[src/rtl/sprite_ctrl.sv]
// sprite_ctrl: fills the sprite bitmap with a generated pattern, then bounces the sprite once per frame tick.
module sprite_ctrl #(
  parameter int VGA_WIDTH        = 640,
  parameter int VGA_HEIGHT       = 480,
  parameter int SPRITE_SIZE_BITS = 6,
  parameter int SCALE_DIV_BITS   = 8,
  parameter int SCALE_MIN        = 6
) (
  input  logic               clk,
  input  logic               reset,
  input  logic               start,
  input  logic [1:0]         pattern_sel,
  input  logic [7:0]         cfg_vx,
  input  logic [7:0]         cfg_vy,
  input  logic [3:0]         cfg_scale,
  input  logic               frame_tick,
  output logic               busy,
  output logic               running,
  output logic [31:0]        bitmap_address,
  output logic [7:0]         bitmap_din,
  output logic               bitmap_we,
  output logic signed [31:0] x,
  output logic signed [31:0] y,
  output logic [31:0]        scale,
  output logic [15:0]        frame_count
);
  typedef enum logic [1:0] {IDLE, FILL, RUN} state_t;
  state_t state, state_next;
  logic [12:0] cnt, cnt_next;
  logic [1:0] pat, pat_next;
  logic signed [8:0] vx, vy, vx_next, vy_next;
  logic busy_next, running_next, we_next;
  logic [31:0] addr_next, scale_next;
  logic [7:0] din_next, pat_data;
  logic signed [31:0] x_next, y_next, nx, ny, size, xmax, ymax;
  logic [15:0] fc_next;
  logic [5:0] ax, ay;
  logic [3:0] clamped;
  assign ax = cnt[5:0];
  assign ay = cnt[11:6];
  assign pat_data = pat == 2'd0 ? 8'hFF :
                    pat == 2'd1 ? {8{ax[3] ^ ay[3]}} :
                    pat == 2'd2 ? {ay[5:2], ax[5:2]} :
                    {8{~|ax | &ax | ~|ay | &ay}};
  assign clamped = cfg_scale < 4'(SCALE_MIN) ? 4'(SCALE_MIN) :
                   cfg_scale > 4'(SCALE_DIV_BITS) ? 4'(SCALE_DIV_BITS) : cfg_scale;
  assign size = 32'(1 << SPRITE_SIZE_BITS) << (32'(SCALE_DIV_BITS) - scale);
  assign xmax = 32'(VGA_WIDTH) - size;
  assign ymax = 32'(VGA_HEIGHT) - size;
  assign nx = x + {{23{vx[8]}}, vx};
  assign ny = y + {{23{vy[8]}}, vy};
  always_comb begin
    state_next   = state;
    cnt_next     = cnt;
    pat_next     = pat;
    vx_next      = vx;
    vy_next      = vy;
    busy_next    = busy;
    running_next = running;
    we_next      = bitmap_we;
    addr_next    = bitmap_address;
    din_next     = bitmap_din;
    scale_next   = scale;
    x_next       = x;
    y_next       = y;
    fc_next      = frame_count;
    if (start && state != FILL) begin
      state_next   = FILL;
      busy_next    = 1'b1;
      running_next = 1'b0;
      we_next      = 1'b0;
      pat_next     = pattern_sel;
      vx_next      = {cfg_vx[7], cfg_vx};
      vy_next      = {cfg_vy[7], cfg_vy};
      scale_next   = {28'd0, clamped};
      x_next       = '0;
      y_next       = '0;
      fc_next      = '0;
      cnt_next     = '0;
    end else if (state == FILL) begin
      // cnt[12] marks that address 4095 has already been written
      if (cnt[12]) begin
        state_next   = RUN;
        busy_next    = 1'b0;
        running_next = 1'b1;
        we_next      = 1'b0;
      end else begin
        we_next   = 1'b1;
        addr_next = {20'd0, cnt[11:0]};
        din_next  = pat_data;
        cnt_next  = cnt + 13'd1;
      end
    end else if (state == RUN && frame_tick) begin
      x_next  = nx < 0 ? '0 : nx > xmax ? xmax : nx;
      vx_next = (nx < 0 || nx > xmax) ? -vx : vx;
      y_next  = ny < 0 ? '0 : ny > ymax ? ymax : ny;
      vy_next = (ny < 0 || ny > ymax) ? -vy : vy;
      fc_next = frame_count + 16'd1;
    end
  end
  always_ff @(posedge clk) begin
    if (reset) begin
      state          <= IDLE;
      cnt            <= '0;
      pat            <= '0;
      vx             <= '0;
      vy             <= '0;
      busy           <= 1'b0;
      running        <= 1'b0;
      bitmap_we      <= 1'b0;
      bitmap_address <= '0;
      bitmap_din     <= '0;
      scale          <= 32'(SCALE_DIV_BITS);
      x              <= '0;
      y              <= '0;
      frame_count    <= '0;
    end else begin
      state          <= state_next;
      cnt            <= cnt_next;
      pat            <= pat_next;
      vx             <= vx_next;
      vy             <= vy_next;
      busy           <= busy_next;
      running        <= running_next;
      bitmap_we      <= we_next;
      bitmap_address <= addr_next;
      bitmap_din     <= din_next;
      scale          <= scale_next;
      x              <= x_next;
      y              <= y_next;
      frame_count    <= fc_next;
    end
  end
endmodule

[config.mk]
export PLATFORM = sky130hd
export DESIGN_NAME = sprite_ctrl
export DESIGN_NICKNAME = d
export VERILOG_FILES = /design/src/rtl/sprite_ctrl.sv
export SDC_FILE = /design/constraint.sdc
export NUM_CORES = 1
export LEC_CHECK = 0
export ABC_AREA = 0
export ABC_CLOCK_PERIOD_IN_PS = 5200
export BUFFER_PORTS_ARGS = -buffer_cell sky130_fd_sc_hd__buf_2
export CORE_UTILIZATION = 52
export CTS_CLUSTER_DIAMETER = 120
export DETAILED_ROUTE_END_ITERATION = 8
export PLACE_DENSITY = 0.89
export SLEW_MARGIN = 20
export SYNTH_ARGS = -nofsm -noshare
export SYNTH_HDL_FRONTEND = slang
export SYNTH_SLANG_ARGS = --single-unit
[constraint.sdc]
create_clock -name clk -period 5.2 [get_ports clk]
set_input_delay 1.3 -clock clk [delete_from_list [all_inputs] [get_ports clk]]
set_output_delay 1.3 -clock clk [all_outputs]
set_load 0.05 [all_outputs]
* Word level (Yosys, flattened, before mapping)
Index checks and enable logic that the tools add are counted.
** Cells by class
- $add $sub $neg :: 9
- $lt $le $gt $ge :: 6
- Equality and inequality tests :: 6
- Shift-type cells :: 1
- Muxes and demuxes :: 25
- Bitwise gates (word level) :: 7
- Reduce and logical (&&, ||, !) cells :: 24
** Operator list (count)
- $mux W32 :: 4
- $mux W9 :: 8
- $add A32 B32 Y32 :: 2
- $gt A32 B32 Y1 :: 2
- $lt A32 B1 Y1 const B :: 2
- $shl A7 B32 Y32 const A :: 1
- $sub A10 B32 Y32 const A :: 1
- $sub A11 B32 Y32 const A :: 1
- $mux W8 :: 3
- $neg A9 Y9 :: 2
- $add A16 B1 Y16 const B :: 1
- $add A13 B1 Y13 const B :: 1
- $mux W13 :: 1
- $reduce_and A6 Y1 :: 2
- $reduce_or A6 Y1 :: 2
- $reduce_bool A2 Y1 :: 5
- $reduce_and A3 Y1 :: 3
- $mux W4 :: 2
- $reduce_and A2 Y1 :: 4
- $mux W1 :: 7
- $sub A4 B4 Y5 const A :: 1
- $eq A2 B1 Y1 const B :: 2
- $eq A2 B2 Y1 const B :: 2
- $gt A4 B4 Y1 const B :: 1
- other kinds (11) :: 18
** Storage, ports and cells
- Register bits :: 141
- Bits of input ports :: 26
- Output and inout bits :: 155
- Logic and storage cells :: 93

* Longest topological paths before layout
- Depth in word-level cells :: 9
- Gate-level depth with buffers :: 25
- Gate-level depth less buffers :: 22

* Worst setup path after synthesis
No wires, ideal clock.
- Path kind :: register to register
- Start point :: reg scale[1]
- End point :: reg vx[8]
- Library setup time :: 0.116 ns
- Arrival :: 5.175 ns
- Required time :: 5.084 ns
- Path slack :: -0.091 ns
- Stages on the path, launching flop included :: 23
- Path buffers :: 3
- Clock period less this slack :: 5.291 ns
- Path through :: dfxtp_1 clkbuf_1 inv_1 ha_1 clkbuf_1 nor2_1 nand2_1 a2111o_1 ha_1 a21oi_2 nor2_1 and2_1 ha_1 nand4_1 nor4_1 nand3_1 o22ai_1 nor2_1 mux2i_1 a21oi_2 buf_4 or3_1 and3_1
** On the way
- Word-level cells in the longest chain between the ends :: 7
** RTL lines
- from (decl) :: line 24 : output logic [31:0] scale,
- from (signal assigned) :: line 113 : scale <= 32'(SCALE_DIV_BITS);
- from (signal assigned) :: line 128 : scale <= scale_next;
- $sub A4 B4 Y5 :: line 47 : assign size = 32'(1 << SPRITE_SIZE_BITS) << (32'(SCALE_DIV_BITS) - scale);
- $shl A7 B32 Y32 :: line 47
- $sub A11 B32 Y32 :: line 48 : assign xmax = 32'(VGA_WIDTH) - size;
- $gt A32 B32 Y1 :: line 95 : vx_next = (nx < 0 || nx > xmax) ? -vx : vx;
- $logic_or A1 B1 Y1 :: line 95
- $reduce_bool A2 Y1 (no source line)
- $reduce_and A3 Y1 (no source line)
- to (signal assigned) :: line 121 : vx <= vx_next;
- to (decl) :: line 31 : logic signed [8:0] vx, vy, vx_next, vy_next;
No other way between the ends.
A chain may end at the register's enable or synchronous reset.

* Final worst setup path
- Start point :: reg vy[8]
- End point :: reg vy[8]
** On the way
- Word-level cells in the longest chain between the ends :: 5
- Elaborated cells between the ends (all ways) :: 11
- Those cells by class :: add/sub (2); order compare (2); mux (4); reduce/logical (3)
** RTL lines
- from (decl) :: line 31
- from (signal assigned) :: line 122 : vy <= vy_next;
- $add A32 B32 Y32 or $neg A9 Y9 (tied branches) :: line 51, 97
- $lt A32 B1 Y1 (tied with other cells) :: line 97 : vy_next = (ny < 0 || ny > ymax) ? -vy : vy;
- $logic_or A1 B1 Y1 or $mux W9 (tied branches) :: line 97, 93
- $reduce_bool A2 Y1 (no source line) or $mux W9 (tied branches)
- $reduce_and A3 Y1 (no source line) or $mux W9 (tied branches)
Several ways; a longest one is shown, not always the timed one. The select of a mux whose other input is x is not followed.

==> results_dict.tcl <==
set metrics [dict create \
    cpMaxStageDelayCell "or4b_4" \
    yosysSeqAreaShare_pct 23.08 \
    hold_violations 0 \
    arrival_ns 5.46 \
    post-route-util_pct 61.86 \
    p_sw_uw 1423 \
    power_density_nw_per_um2 255.4 \
    pwr-share-clk_pct 34.4 \
    clkSlewWorstSetupHoldPaths_ns 0.08 \
    dieHeight_um 154.8 \
    wl_per_cell_um 17.78 \
    critPathCaptureType "flop" \
    reg2reg_slack_ns 0.07 \
    relSlewSlack_pct 39.63 \
    start_kind "flop" \
    switching_share_pct 39.53 \
    hold_buffers 0 \
    cts_sinks 140 \
    ys_seq_elements 140 \
    port_buffers 132 \
    drv_slew 0 \
    grt_max_degree 35 \
    drv_cap 0 \
    crit_cells 20 \
    p_int_uw 2176 \
    wirelength_um 36890 \
    layout_commonest_cell "nand2_1" \
    cts_tree "done" \
    crit_family "compound AO/OA/AOI/OAI gates" \
    gp_congestion 0.9950 \
    ant_nets 0 \
    status "finished clean" \
    startpoint "vy[8]" \
    numCtsBuffers 17 \
    cpPeakStageDelay_ns 0.57 \
    grt_pass1_wl_um 57920 \
    grt.total_usage_pct 29.71 \
    finalCriticalPeriod_ns 5.127 \
    antenna_cells 0 \
    fmax_ghz 0.1950 \
    hold_class "flop to flop" \
    syn-cell-area_um2 12140 \
    vdd_drop_max_v 0.0002294 \
    die_w_um 154.8 \
    dieArea_um2 23970 \
    reg2reg_depth 20 \
    avgViaCountPerCell 6.192 \
    areaGrowthSynthToFinish_pct 16.03 \
    worst-path-max-fanout 13 \
    setup_tns_ns 0 \
    fin_worst_skew_ns 0.01435 \
    worst-setup-path-type "flop to flop" \
    num_vias 12848 \
    cts-htree-levels 4 \
    drc 0 \
    clk_path_buf_depth 2 \
    antenna_found_initial 1 \
    p_total_uw 3599 \
    synth.distinct_cells 92 \
    placed_area_um2 13140 \
    synthFlopType "dfxtp_1" \
    post_synth.cell_area_avg_um2 7.562 \
    cp_cell_sequence "buf_6, ha_1, nand2_1, or4b_4, a211o_1, and2_2, a2111oi_4, mux2i_1, nand2_1, ha_1, nand4_1, nor3_2, o21ai_0, o2111ai_1, o2bb2ai_2, a31oi_4, buf_4, o211ai_2, xor2_1, a21oi_1" \
    clk_latency_ns 0.44 \
    post-route-period-util_pct 98.60 \
    synth_edf_count 0 \
    grt-ovfl-total 0 \
    stdcell_area_um2 14090 \
    grt_pass1_vias 11725 \
    cts-root-buf "clkbuf_16" \
    timing.rr.start "vy[8]" \
    syn_inst 1606 \
    ioPinCount 181 \
    p_seq_share_pct 31.3 \
    final_cell_mix "nand2_1, a21oi_1, dfxtp_1, nor2_1, buf_2" \
    drive_gt1_share_pct 18.33 \
    ys_warn_count 0 \
    leakagePower_uw 0.006195 \
    timing.rr.end "vy[8]" \
    tightest_slew_ns 0.9046 \
    async_flop_share_pct 0 \
    fin_nets 1901 \
    first_pass_iters 5 \
    coreArea_um2 22780 \
    crit_buf_inv 2 \
    initial_utilization_pct 53.32 \
    first_iter_violations 1072 \
    setup_viol 0 \
    endpoint "vy[8]" \
    pwr-share-comb_pct 34.3 \
    dpl.hpwl_um 27170 \
    num_rows 55 \
    crit_required_ns 5.53 \
]
## logic make-up after synthesis
family / Yosys count / synth area share [%]
xor gates and xnor gates: 91 / 6.563
buffers and inverters: 174 / 7.109
AOI/OAI and AO/OA: 486 / 26.04
DFF: 140 / 23.08
and+or+nand+nor: 574 / 22.90
other: 1 / 0.03088
muxes: 14 / 1.175
adders and majority gates: 126 / 13.11
## synthesized netlist by cell type, types with 8 or more instances
cell / count / area [um^2]
a211oi_1: 19 / 142.6
a21o_1: 25 / 187.7
a21oi_1: 158 / 790.8
a31oi_1: 14 / 87.58
and2_1: 19 / 118.9
and3_1: 18 / 112.6
buf_4: 49 / 367.9
clkbuf_1: 58 / 217.7
dfxtp_1: 140 / 2803
ha_1: 124 / 1551
inv_1: 53 / 198.9
mux2i_1: 12 / 120.1
nand2_1: 182 / 683.2
nand2b_1: 21 / 131.4
nand3_1: 44 / 220.2
nand4_1: 20 / 125.1
nor2_1: 135 / 506.7
nor2b_1: 20 / 125.1
nor3_1: 41 / 205.2
nor4_1: 8 / 50.05
o211ai_1: 15 / 112.6
o21a_1: 11 / 82.58
o21ai_0: 124 / 620.6
or2_2: 8 / 50.05
or3_1: 20 / 125.1
xnor2_1: 48 / 420.4
xor2_1: 43 / 376.6
## layout make-up
cell class	instances	area, um^2
Multi-Input combinational cell	1339	8911
Fill cell	1903	8687
Sequential cell	140	2805
Timing Repair Buffer	198	1192
Clock buffer	17	425.4
Tap cell	313	391.6
Inverter	53	198.9
Clock inverter	15	166.4
## routing by layer
| metal | vias to the layer above | GRT usage (%) | wire [um] |
|---|---|---|---|
| li1 | 6010 | - | - |
| met2 | 734 | 48.22 | 16920 |
| met4 | 2 | 13.86 | 1667 |
| met1 | 5953 | 37.77 | 14970 |
| met3 | 149 | 5.996 | 3321 |
| met5 | - | 0 | 13 |
## worst register-to-register path, delay by kind of cell, from the launching register on
family                   cells  cell delay (ns)
AO/OA/AOI/OAI                8             1.88
XOR/XNOR                     1             0.16
buffers and inverters        2             0.39
multiplexers                 1             0.28
adder cells (fa/ha/maj)      2             0.62
flip-flops                   1             0.34
AND/OR/NAND/NOR              6             1.34
## power by group through the flow
stage               combinational, uW  clock [uW]  sequential [uW]
CTS                              1160        1240             1120
floorplan                         822           0             1180
detailed placement               1130           0             1150
global placement                 1090           0             1150
global route                     1330        1290             1130
finish                           1240        1240             1130
## state kept, by name, summed over array words and instances (netlist names)
name,flops
y,32
x,32
state,2
bitmap_address,12
vx,9
vy,9
scale,4
bitmap_we,1
pat,2
bitmap_din,8
cnt,13
frame_count,16
## per-stage QoR
step,cells,hold slack (ns),worst slack (ns)
3_5_place_dp,2031,0.4518,0.004709
4_1_cts,2065,0.4629,0.01631
3_3_place_gp,2031,0.4423,0.1205
5_1_grt,2075,0.4734,-0.1377
2_1_floorplan,1653,0.4617,0.01616
6_report,2075,0.4583,0.07269
## timing repair
| action | CTS | global route |
|---|---|---|
| setup buffers | 2 | 10 |
| endpoints found under the setup margin | 21 | 77 |
| resized for setup | 3 | 53 |
| pin swaps | 0 | 18 |
## worst min path at each step
stage                                 start           endpoint  slack (ns)  cells past startpoint
after floorplan                       vy[0]              vy[0]        0.46                      2
after global placement    bitmap_address[2]  bitmap_address[2]        0.44                      2
after detailed placement  bitmap_address[2]  bitmap_address[2]        0.45                      2
after CTS                             y[25]              y[25]        0.46                      2
after global routing                  y[25]              y[25]        0.47                      2
final                                 y[25]              y[25]        0.46                      2
Power figures use the tool's default switching activity.
